### src/rtl/vga_sync_if.sv
// vga_sync_if: bundles the pixel-rate input and the timing outputs of the
// VGA timing generator.
//   vgaClock    - divided pixel-rate level (sampled, never used as a clock)
//   hsync/vsync - registered sync pulses
//   video_on    - current pixel lies in the visible area
//   x/y         - current pixel column / line
//   frame_start - one-clk pulse when coordinates return to (0,0)
// master: the timing generator; slave: the pixel renderer side.
interface vga_sync_if;
   logic       vgaClock;
   logic       hsync;
   logic       vsync;
   logic       video_on;
   logic [9:0] x;
   logic [9:0] y;
   logic       frame_start;

   modport master (
      input  vgaClock,
      output hsync, vsync, video_on, x, y, frame_start
   );

   modport slave (
      output vgaClock,
      input  hsync, vsync, video_on, x, y, frame_start
   );
endinterface

### src/rtl/vga_sync.sv
// vga_sync: 640x480 VGA timing generator. Runs on clk and advances one pixel
// per rising edge of the vgaClock level. All outputs are registered and lag
// the internal counters by one clk.
//   clk   - system clock
//   reset - asynchronous, active-high reset
//   vga   - vga_sync_if master: vgaClock in; hsync, vsync, video_on, x, y,
//           frame_start out
module vga_sync #(
   parameter int unsigned H_VISIBLE = 640,
   parameter int unsigned H_FP      = 16,
   parameter int unsigned H_SYNC    = 96,
   parameter int unsigned H_BP      = 48,
   parameter int unsigned V_VISIBLE = 480,
   parameter int unsigned V_FP      = 10,
   parameter int unsigned V_SYNC    = 2,
   parameter int unsigned V_BP      = 33,
   parameter bit          SYNC_POL  = 1'b0
) (
   input logic         clk,
   input logic         reset,
   vga_sync_if.master  vga
);
   localparam int unsigned H_TOTAL = H_VISIBLE + H_FP + H_SYNC + H_BP;
   localparam int unsigned V_TOTAL = V_VISIBLE + V_FP + V_SYNC + V_BP;

   localparam logic [9:0] H_LAST = 10'(H_TOTAL - 1);
   localparam logic [9:0] V_LAST = 10'(V_TOTAL - 1);
   localparam logic [9:0] H_VIS  = 10'(H_VISIBLE);
   localparam logic [9:0] V_VIS  = 10'(V_VISIBLE);
   localparam logic [9:0] HS_BEG = 10'(H_VISIBLE + H_FP);
   localparam logic [9:0] VS_BEG = 10'(V_VISIBLE + V_FP);
   // Sync end bounds kept 11 bits wide so a sync region reaching the last
   // count of a 1024 total still compares correctly.
   localparam logic [10:0] HS_END = 11'(H_VISIBLE + H_FP + H_SYNC);
   localparam logic [10:0] VS_END = 11'(V_VISIBLE + V_FP + V_SYNC);

   logic       vclk_q;
   logic       tick;
   logic [9:0] h_cnt_q, h_cnt_d;
   logic [9:0] v_cnt_q, v_cnt_d;
   // Marks the cycle in which the counters sit at (0,0) because of a frame
   // wrap, so a reset-entered (0,0) never raises frame_start.
   logic       wrap_q, wrap_d;

   logic [9:0] x_q, x_d;
   logic [9:0] y_q, y_d;
   logic       vid_q, vid_d;
   logic       hs_q, hs_d;
   logic       vs_q, vs_d;
   logic       fs_q, fs_d;

   assign tick = vga.vgaClock & ~vclk_q;

   always_comb begin
      h_cnt_d = h_cnt_q;
      v_cnt_d = v_cnt_q;
      wrap_d  = 1'b0;
      if (tick) begin
         if (h_cnt_q == H_LAST) begin
            h_cnt_d = '0;
            if (v_cnt_q == V_LAST) begin
               v_cnt_d = '0;
               wrap_d  = 1'b1;
            end else begin
               v_cnt_d = v_cnt_q + 10'd1;
            end
         end else begin
            h_cnt_d = h_cnt_q + 10'd1;
         end
      end
   end

   always_comb begin
      x_d   = h_cnt_q;
      y_d   = v_cnt_q;
      vid_d = (h_cnt_q < H_VIS) && (v_cnt_q < V_VIS);
      hs_d  = ~SYNC_POL;
      vs_d  = ~SYNC_POL;
      if ((h_cnt_q >= HS_BEG) && ({1'b0, h_cnt_q} < HS_END)) hs_d = SYNC_POL;
      if ((v_cnt_q >= VS_BEG) && ({1'b0, v_cnt_q} < VS_END)) vs_d = SYNC_POL;
      fs_d  = wrap_q;
   end

   always_ff @(posedge clk or posedge reset) begin
      if (reset) begin
         vclk_q  <= 1'b0;
         h_cnt_q <= '0;
         v_cnt_q <= '0;
         wrap_q  <= 1'b0;
         x_q     <= '0;
         y_q     <= '0;
         vid_q   <= 1'b0;
         hs_q    <= ~SYNC_POL;
         vs_q    <= ~SYNC_POL;
         fs_q    <= 1'b0;
      end else begin
         vclk_q  <= vga.vgaClock;
         h_cnt_q <= h_cnt_d;
         v_cnt_q <= v_cnt_d;
         wrap_q  <= wrap_d;
         x_q     <= x_d;
         y_q     <= y_d;
         vid_q   <= vid_d;
         hs_q    <= hs_d;
         vs_q    <= vs_d;
         fs_q    <= fs_d;
      end
   end

   assign vga.x           = x_q;
   assign vga.y           = y_q;
   assign vga.video_on    = vid_q;
   assign vga.hsync       = hs_q;
   assign vga.vsync       = vs_q;
   assign vga.frame_start = fs_q;
endmodule

### src/flat_wrapper.sv
// flat-port wrapper written by rule: the top's interface ports become plain ports
module vga_sync_flat 
#(
   parameter int unsigned H_VISIBLE = 640,
   parameter int unsigned H_FP      = 16,
   parameter int unsigned H_SYNC    = 96,
   parameter int unsigned H_BP      = 48,
   parameter int unsigned V_VISIBLE = 480,
   parameter int unsigned V_FP      = 10,
   parameter int unsigned V_SYNC    = 2,
   parameter int unsigned V_BP      = 33,
   parameter bit          SYNC_POL  = 1'b0
)
  (clk, reset, vga_vgaClock, vga_hsync, vga_vsync, vga_video_on, vga_x, vga_y, vga_frame_start);
  vga_sync_if vga_i ();
  input logic clk;
  input logic reset;
  input wire logic [$bits(vga_i.vgaClock)-1:0] vga_vgaClock;
  output wire logic [$bits(vga_i.hsync)-1:0] vga_hsync;
  output wire logic [$bits(vga_i.vsync)-1:0] vga_vsync;
  output wire logic [$bits(vga_i.video_on)-1:0] vga_video_on;
  output wire logic [$bits(vga_i.x)-1:0] vga_x;
  output wire logic [$bits(vga_i.y)-1:0] vga_y;
  output wire logic [$bits(vga_i.frame_start)-1:0] vga_frame_start;
  assign vga_i.vgaClock = vga_vgaClock;
  assign vga_hsync = vga_i.hsync;
  assign vga_vsync = vga_i.vsync;
  assign vga_video_on = vga_i.video_on;
  assign vga_x = vga_i.x;
  assign vga_y = vga_i.y;
  assign vga_frame_start = vga_i.frame_start;
  vga_sync #(.H_VISIBLE(H_VISIBLE), .H_FP(H_FP), .H_SYNC(H_SYNC), .H_BP(H_BP), .V_VISIBLE(V_VISIBLE), .V_FP(V_FP), .V_SYNC(V_SYNC), .V_BP(V_BP), .SYNC_POL(SYNC_POL)) u_core (.clk(clk), .reset(reset), .vga(vga_i));
endmodule
### config.mk
export PLATFORM = sky130hd
export DESIGN_NAME = vga_sync_flat
export DESIGN_NICKNAME = d
export VERILOG_FILES = /design/src/rtl/vga_sync_if.sv /design/src/rtl/vga_sync.sv /design/src/flat_wrapper.sv
export SDC_FILE = /design/constraint.sdc
export NUM_CORES = 1
export LEC_CHECK = 0
export BUFFER_PORTS_ARGS = -buffer_cell sky130_fd_sc_hd__buf_4
export CORE_ASPECT_RATIO = 1.75
export CORE_UTILIZATION = 55
export CTS_BUF_LIST = sky130_fd_sc_hd__clkbuf_4
export DETAILED_ROUTE_END_ITERATION = 16
export PLACE_DENSITY = 0.9
export SYNTH_ARGS = -nofsm -noshare
export SYNTH_HDL_FRONTEND = slang
export SYNTH_SLANG_ARGS = --single-unit
### constraint.sdc
create_clock -name clk -period 4.3 [get_ports clk]
set_clock_uncertainty 0.15 [all_clocks]
set_input_delay 0.43 -clock clk [delete_from_list [all_inputs] [get_ports clk]]
set_output_delay 0.43 -clock clk [all_outputs]
set_load 0.05 [all_outputs]
==> results of run 1 <==
## cell usage after synthesis
library cell	n	area [um2]
a31oi_1	1	6.260
o21ai_1	1	5.000
dfstp_2	2	52.55
nor3_1	3	15.01
a41o_1	1	10.01
mux2_4	1	15.01
inv_1	6	22.52
and3_1	3	18.77
o31ai_1	1	7.510
or4_1	1	7.510
a21oi_1	5	25.02
and4b_1	1	10.01
nand4_1	6	37.54
ha_1	4	50.05
nor3_2	1	10.01
o211a_1	1	10.01
and3b_1	1	8.760
nand2b_1	1	6.260
nor2b_1	2	12.51
nand4_2	1	12.51
and4bb_1	1	12.51
or3_1	2	12.51
a41oi_1	1	8.760
dfrtp_1	44	1101
clkbuf_1	1	3.750
xor2_1	3	26.28
o21ai_0	6	30.03
buf_6	1	11.26
and4_1	3	26.28
buf_2	1	5.000
nor2_1	6	22.52
nor4_1	1	6.260
nand2_1	12	45.04
nand3_1	9	45.04
xnor2_1	7	61.31
## logic make-up after synthesis
group / Yosys count / synth area share
fa+ha+maj: 4 / 0.02843
xor+xnor: 10 / 0.04975
simple gates: 54 / 0.1756
buf+inv: 9 / 0.02416
flops: 46 / 0.6553
compound gates: 17 / 0.05828
mux: 1 / 0.008526
## power groups by stage
stage | registers (uW) | clock network (uW) | logic, uW
global route | 509 | 223 | 146
floorplan | 564 | 0 | 34.5
detailed placement | 511 | 0 | 138
finish | 503 | 199 | 137
CTS | 502 | 205 | 139
global placement | 507 | 0 | 134
## final cells by class
type                    instances  area, um2
fillers                       223      938.4
repair buffers                 27      202.7
multi-input cells              86      564.3
well taps                      42      52.55
clock buffers                   5      37.54
inverters                       6      22.52
flip-flops and latches         46       1154
clock inverters                 3      21.27
## per-stage QoR
stage               cells  worst slack (ns)  cell area [um2]  utilization
global route          215             1.885             2054       0.6865
finish                215             2.011             2054       0.6865
global placement      207             2.166             1996       0.6668
CTS                   215             2.025             2054       0.6865
floorplan             141             2.489             1760            -
detailed placement    207             2.053             1996       0.6668
## registers in the layout, summed over array words and instances (netlist names)
name                    flops
u_core.v_cnt_q             10
u_core.vga.frame_start      1
u_core.vclk_q               1
u_core.vga.hsync            1
u_core.vga.x               10
u_core.vga.y               10
u_core.vga.vsync            1
u_core.fs_d                 1
u_core.vga.video_on         1
u_core.h_cnt_q             10
## worst reg2reg max path: cells and delay by family (launching register included)
family / cells / cell delay [ns]
flip-flops: 1 / 0.44
AND/OR/NAND/NOR: 3 / 1.06
adder cells (fa/ha/maj): 1 / 0.22
multiplexers: 1 / 0.32
## worst paths after layout
check | slack (ns) | from | to | depth (start not counted)
worst min-delay path | 0.04 | reset | u_core.vga.x[4] | 3
min in group clk | 0.04 | vga_vgaClock | u_core.vclk_q | 1
worst max register to register | 2.01 | u_core.h_cnt_q[1] | u_core.v_cnt_q[4] | 5
worst max-delay path | 2.01 | u_core.h_cnt_q[1] | u_core.v_cnt_q[4] | 5
worst min register to register | 0.22 | u_core.fs_d | u_core.vga.frame_start | 0
max in group asynchronous | 3.58 | reset | u_core.vga.vsync | 3
## per-layer routing
metal  routed length [um]  global-route usage  share of wire  vias up
met1                 1190              0.2475           0.40      567
li1                     -                   -              -      556
met2                 1586              0.3279           0.53       32
met5                    0                   0              0        -
met3                  134             0.05882          0.045        6
met4                   66             0.09091          0.022        0
## cells in the final DEF, fill, tap and decap left out, drive strengths merged, types with 3 or more instances in the layout
cell type,instances
dfrtp,44
buf,27
nand2,12
nand3,9
xnor2,7
o21ai,7
nand4,7
inv,6
nor2,6
a21oi,5
clkbuf,5
ha,4
nor3,4
and4,3
and3,3
xor2,3
==> impl_metrics.toml, run 1 <==
[timing]
holdWs_ns = 0.03812
maxSlewViolCount = 0
setup_viol = 0
period_minus_slack_ns = 2.289
max_freq_mhz = 436.8
worst_pin_slew_ns = 0.6250
relSlewSlack = 0.5833
rsz0062_at_grt = "no"
hold_viol = 0
fin_crit_sh = 0.5324
setup_tns_ns = 0

[drt]
drt-total-wl_um = 2978
vias_per_cell = 5.400
drcViolationCount = 0
drt-pass1-iter-count = 4
vias = 1161
ant_nets = 0
wire_per_inst_um = 13.85
first_iter_violations = 30

[job]
cap_violations = 0

[die]
dieArea_um2 = 3440
start_util = 0.5882
core_area_um2 = 2993
num_io_pins = 27
die_w_um = 44.77
rows = 26
die_h_um = 76.84

[clocking]
path_clk_slew_ns = 0.13
cts_hold_buf = 0
clock_path_buffers = 2
cts_tree = "built"
cts_root_buf = "clkbuf_4"
numCtsBuffers = 5
postCtsSetupRepairBufs = 0
worst_skew_pair.late_latency_ns = 0.36
cts_resized = 0
cts-htree-levels = 2
clock-sinks = 46

[critical_path]
crit_fanout = 18
path_buf_inv = 0
cp.required_ns = 4.40
cp_data_arrival_time_ns = 2.39
cp-start-kind = "flip-flop"
cp_top_family = "simple AND/OR/NAND/NOR gates"
path_class = "reg -> reg"
path_cells = "ha_1 > and4b_1 > and3_1 > nand4_2 > mux2_4"
cp_slowest_cell = "and3_1"
slowest_delay_ns = 0.59
end_kind = "flip-flop"

[outcome]
status = "finished clean"

[power_and_ir_drop]
p_leak_uw = 0.0009984
internal_power_uw = 572.2
switching_share = 0.3177
vdd_drop_max_v = 0.0003130
seqPwrFrac = 0.600
p_sw_uw = 266.4
pwr-share-comb = 0.163
total_power_uw = 838.7
clkPwrFrac = 0.238
powerDensity_nw_per_um2 = 408.2

[synth]
seq_area_frac_synth = 0.6553
synth_cells = 141
synth_cell_types = 35
ys_ff_latch = 46
syn-num-nets = 148
synth.avg_cell_area_um2 = 12.49
yosysWarnings = 0
netlist_area_um2 = 1760

[final_layout]
antennaDiodeCount = 0
syn2layout_area_growth_pct = 16.70
layout-drive-gt1-share = 0.2312
layout.nets = 179

[global_route]
grt_pass1_wl_um = 5112
antenna_found_initial = 0
grtUsageTotal = 0.2043
grt_pass1_vias = 1107
grt_max_degree = 47
overflow = 0

[hold_path]
min_path_type = "in -> async"

[place]
gp_congestion = 0.8092
dpl.hpwl_um = 2097
portBuffers = 26
(Power assumes the default switching activity.)
==> run 2, diff against run 1 <==
--- a/config.mk
+++ b/config.mk
@@ -7,10 +7,10 @@
 export LEC_CHECK = 0
 export BUFFER_PORTS_ARGS = -buffer_cell sky130_fd_sc_hd__buf_4
 export CORE_ASPECT_RATIO = 1.75
-export CORE_UTILIZATION = 55
+export CORE_UTILIZATION = 52
 export CTS_BUF_LIST = sky130_fd_sc_hd__clkbuf_4
 export DETAILED_ROUTE_END_ITERATION = 16
-export PLACE_DENSITY = 0.9
+export PLACE_DENSITY = 0.89
 export SYNTH_ARGS = -nofsm -noshare
 export SYNTH_HDL_FRONTEND = slang
 export SYNTH_SLANG_ARGS = --single-unit
==> constraint.sdc (replaced) <==
create_clock -name clk -period 2.1 [get_ports clk]
set_clock_uncertainty 0.15 [all_clocks]
set_input_delay 0.21 -clock clk [delete_from_list [all_inputs] [get_ports clk]]
set_output_delay 0.21 -clock clk [all_outputs]
set_load 0.05 [all_outputs]
==> run 2 against run 1 <==
Non-clock buffer count grew 5. Count of clock-buffer cells in the layout grew 2. Combinational power rose by 120%. Setup slack worse by 1.9 ns. Cell count up 2.8%. Total power rose by 120%. Routed wire length up 4.7%. Sequential share of layout area down 1.8 points. Hold slack better by 0.19 ns. Via count rose by 5.2%.
==> impl_metrics.toml, run 2 (same netlist as run 1, synthesis figures left out) <==
[drt]
drcViolationCount = 0
wire_per_inst_um = 14.10
vias_per_cell = 5.525
drt-pass1-iter-count = 4
drt-total-wl_um = 3117
first_iter_violations = 24
ant_nets = 0
vias = 1221

[critical_path]
crit_start = "u_core.h_cnt_q[0]"
crit_fanout = 7
cp_data_arrival_time_ns = 2.06
path_cells = "ha_1 > and4b_1 > and3_2 > nand4_2 > mux2_4"
cp-start-kind = "flip-flop"
r2r_start = "u_core.h_cnt_q[0]"
cp.required_ns = 2.19
slowest_delay_ns = 0.46
end_kind = "flip-flop"
r2r_setup_slack_ns = 0.13
path_buf_inv = 0
cp_slowest_cell = "dfrtp_1"
cp_top_family = "simple AND/OR/NAND/NOR gates"
path_class = "reg -> reg"

[global_route]
overflow = 0
grt_max_degree = 47
grtUsageTotal = 0.1998
grt_pass1_vias = 1173
grt_pass1_wl_um = 5319
antenna_found_initial = 0

[clocking]
path_clk_slew_ns = 0.12
numCtsBuffers = 5
clock_path_buffers = 2
cts_root_buf = "clkbuf_4"
worst_skew_pair.late_latency_ns = 0.35
clock-sinks = 46
cts_tree = "built"
cts-htree-levels = 2
postCtsSetupRepairBufs = 0

[final_layout]
layout.nets = 184
post-route-util = 0.6686
antennaDiodeCount = 0
syn2layout_area_growth_pct = 20.61
fillers = 247
mostFrequentLayoutCell = "dfrtp_1"
layout_common_cells = "dfrtp_1 (44), buf_4 (30), nand2_1 (12), nand3_1 (9)"
layout-drive-gt1-share = 0.2472

[timing]
setup_tns_ns = 0
hold_viol = 0
max_freq_mhz = 507.0
worst_pin_slew_ns = 0.5377
fin_crit_sh = 0.9393
setup_viol = 0
rsz0062_at_grt = "no"
period_minus_slack_ns = 1.972
maxSlewViolCount = 0
relSlewSlack = 0.6415

[place]
portBuffers = 26
gp_congestion = 0.8831
dpl.hpwl_um = 2230

[die]
rows = 27
num_io_pins = 27
die_h_um = 78.97
dieArea_um2 = 3631
core_area_um2 = 3176
die_w_um = 45.99
start_util = 0.5544

[hold_path]
min_path_type = "reg -> reg"
hp-start = "u_core.fs_d"

[job]
cap_violations = 0

[power_and_ir_drop]
vdd_drop_max_v = 0.0005753
p_leak_uw = 0.001038
powerDensity_nw_per_um2 = 869.4

[outcome]
status = "finished clean"
-- run 2: cell count changes in the layout (fill, tap and decap cells not counted) --
cell / before / now
clkbuf_4: 5 / 7
clkinvlp_4: 1 / 0
bufinv_16: 0 / 1
clkinv_4: 1 / 0
clkinv_2: 1 / 0
and3_2: 0 / 1
dlygate4sd3_1: 0 / 2
buf_4: 27 / 30
and3_1: 3 / 2
-- run 2: stage by stage --
stage	total power (uW)	hold WS, ns	std cells	worst slack, ns	area [um2]
floorplan	1225	0.09143	141	0.2886	1760
global placement	1314	0.1821	211	0.2312	2019
detailed placement	1332	0.1952	211	0.09047	2019
CTS	1871	0.2244	221	0.08226	2122
global route	1925	0.2570	221	0.05814	2123
finish	1846	0.2258	221	0.1275	2123
-- run 2: power by group --
group / internal (uW) / switching [uW]
clock: 279 / 251
combinational: 92.4 / 202
sequential: 956 / 65.2
total: 1330 / 519
-- run 2: repair_timing --
item                       in CTS  in global routing
hold buffers                    2                  0
resized for setup               0                  1
setup endpoints to repair       0                  1
hold endpoints to repair       45                  0
-- run 2: routing by layer --
layer  GRT usage  share of wire  vias to the layer above
met3     0.04091          0.036                       10
met1      0.2492           0.40                      606
met4     0.08824          0.027                        0
met5           0              0                        -
met2      0.3225           0.54                       42
li1            -              -                      563
-- run 2: final cells by class --
class / instances / area [um2] / share of cell area
timing repair buffer: 32 / 245.2 / 0.1155
multi-input combinational: 86 / 565.5 / 0.2664
clock inverter: 1 / 30.03 / 0.01414
tap: 43 / 53.80 / 0.02534
sequential: 46 / 1154 / 0.5433
inverter: 6 / 22.52 / 0.01061
clock buffer: 7 / 52.55 / 0.02475
-- run 2: final timing paths --
kind,endpoint,cells after the start
max,u_core.v_cnt_q[4],5
min reg2reg,u_core.vga.frame_start,0
max in group asynchronous,u_core.vga.vsync,4
min,u_core.vga.frame_start,0
max reg2reg,u_core.v_cnt_q[4],5
min in group asynchronous,u_core.vga.x[0],4
==> run 3, diff against run 2 <==
--- a/config.mk
+++ b/config.mk
@@ -8,7 +8,7 @@
 export BUFFER_PORTS_ARGS = -buffer_cell sky130_fd_sc_hd__buf_4
 export CORE_ASPECT_RATIO = 1.75
 export CORE_UTILIZATION = 52
-export CTS_BUF_LIST = sky130_fd_sc_hd__clkbuf_4
+export CTS_BUF_LIST = sky130_fd_sc_hd__clkbuf_8
 export DETAILED_ROUTE_END_ITERATION = 16
 export PLACE_DENSITY = 0.89
 export SYNTH_ARGS = -nofsm -noshare
==> run 3 against run 2 <==
Die area unchanged. Routed wire length shrank 0.38%. First-iteration DRC count rose by 4.2%. Maximum frequency grew 0.17%. Sequential power about the same. Total power up 4.7%. Clock power increased by 16%. Non-clock buffer count is the same. Core utilization up 0.75 points. Cell count unchanged. Setup slack improved by 0.0034 ns. Global-route usage up 0.18 points. Critical endpoint unchanged. Largest cell class unchanged. Largest power group unchanged.
==> impl_metrics.toml, run 3 (same netlist as run 1, synthesis figures left out) <==
[outcome]
status = "finished clean"

[timing]
worst_pin_slew_ns = 0.5457
setup_viol = 0
max_freq_mhz = 507.9
fin_crit_sh = 0.9376
setup_tns_ns = 0
period_minus_slack_ns = 1.969
relSlewSlack = 0.6362
maxSlewViolCount = 0
rsz0062_at_grt = "no"
fin_ws_ns = 0.1309
holdWs_ns = 0.2157
hold_viol = 0

[place]
portBuffers = 26
gp_congestion = 0.8831
pre_cts_ws_ns = 0.09047
dpl.hpwl_um = 2230

[die]
die_w_um = 45.99
rows = 27
dieArea_um2 = 3631
core_area_um2 = 3176
die_h_um = 78.97
start_util = 0.5544
num_io_pins = 27

[clocking]
clock-sinks = 46
worst_skew_pair.late_latency_ns = 0.29
cts_root_buf = "clkbuf_8"
cts_tree = "built"
path_clk_slew_ns = 0.08
cts-htree-levels = 2
clock_path_buffers = 2
numCtsBuffers = 5

[drt]
wire_per_inst_um = 14.05
first_iter_violations = 25
drt-total-wl_um = 3105
drt-pass1-iter-count = 4
vias_per_cell = 5.466
vias = 1208
drcViolationCount = 0
ant_nets = 0

[final_layout]
layout.nets = 184
syn2layout_area_growth_pct = 21.96
fillers = 249
mostFrequentLayoutCell = "dfrtp_1"
layout_common_cells = "dfrtp_1 (44), buf_4 (30), nand2_1 (12), nand3_1 (9), inv_1 (8)"
layout-drive-gt1-share = 0.2360
antennaDiodeCount = 0
post-route-util = 0.6761

[critical_path]
crit_fanout = 7
cp-start-kind = "flip-flop"
path_class = "reg -> reg"
slowest_delay_ns = 0.44
end_kind = "flip-flop"
r2r_start = "u_core.h_cnt_q[0]"
cp.required_ns = 2.12
cp_slowest_cell = "dfrtp_1"
crit_start = "u_core.h_cnt_q[0]"
cp_data_arrival_time_ns = 1.99
path_cells = "ha_1 > and4b_1 > and3_2 > nand4_2 > mux2_4"

[global_route]
grt_max_degree = 47
met2_usage = 0.3211
overflow = 0
busiest_layer = "met2"
antenna_found_initial = 0
grt_pass1_vias = 1184
grt_pass1_wl_um = 5361
grtUsageTotal = 0.2016
use_met3 = 0.04318
use_met1 = 0.2508

[power_and_ir_drop]
powerDensity_nw_per_um2 = 900.5
pwr-share-comb = 0.153
seqPwrFrac = 0.528
vdd_drop_max_v = 0.0005832
clkPwrFrac = 0.319
p_sw_uw = 537.9
internal_power_uw = 1395
p_leak_uw = 0.001052
switching_share = 0.2782

[hold_path]
hp-start = "u_core.fs_d"
min_path_type = "reg -> reg"

[job]
cap_violations = 0
run 3: power by group through the flow:
| stage | combinational [uW] | clock (uW) | sequential [uW] |
|---|---|---|---|
| after global routing | 314 | 665 | 1030 |
| after floorplan | 70.7 | 0 | 1150 |
| after CTS | 299 | 630 | 1020 |
| final | 296 | 616 | 1020 |
| after global placement | 284 | 0 | 1030 |
| after detailed placement | 294 | 0 | 1040 |
run 3: timing repair:
action	4_1_cts	5_1_grt
hold endpoints to repair	45	0
resized for setup	0	1
setup endpoints to repair	0	1
buffers inserted	0	0
hold buffers	2	0
run 3: layout make-up:
cell class              instances  area [um2]  share of cell area
clock buffers                   5       68.82             0.03205
clock inverters                 3       37.54             0.01748
inverters                       6       22.52             0.01049
multi-input cells              86       565.5              0.2634
flip-flops and latches         46        1154              0.5373
well taps                      43       53.80             0.02506
repair buffers                 32       245.2              0.1142
run 3: per-stage QoR:
stage / total power [uW] / area, um2 / instances
global route: 2010 / 2147 / 221
floorplan: 1225 / 1760 / 141
detailed placement: 1332 / 2019 / 211
CTS: 1950 / 2146 / 221
global placement: 1314 / 2019 / 211
finish: 1933 / 2147 / 221
run 3: critical path: cells and delay by family (launching register included):
family	cells	cell delay [ns]
DFF	1	0.44
adders and majority gates	1	0.22
and+or+nand+nor	3	0.72
muxes	1	0.33
run 3: layer usage:
layer,vias up,share of wire
met2,28,0.54
met3,9,0.021
li1,563,-
met5,-,0
met1,608,0.41
met4,0,0.025
run 3: final timing paths:
| kind | endpoint | slack (ns) | cells after the start |
|---|---|---|---|
| min in group asynchronous | u_core.h_cnt_q[6] | 0.48 | 4 |
| min | u_core.vga.frame_start | 0.22 | 0 |
| min reg2reg | u_core.vga.frame_start | 0.22 | 0 |
| max reg2reg | u_core.v_cnt_q[4] | 0.13 | 5 |
| max in group asynchronous | u_core.vga.vsync | 0.93 | 4 |
| max | u_core.v_cnt_q[4] | 0.13 | 5 |
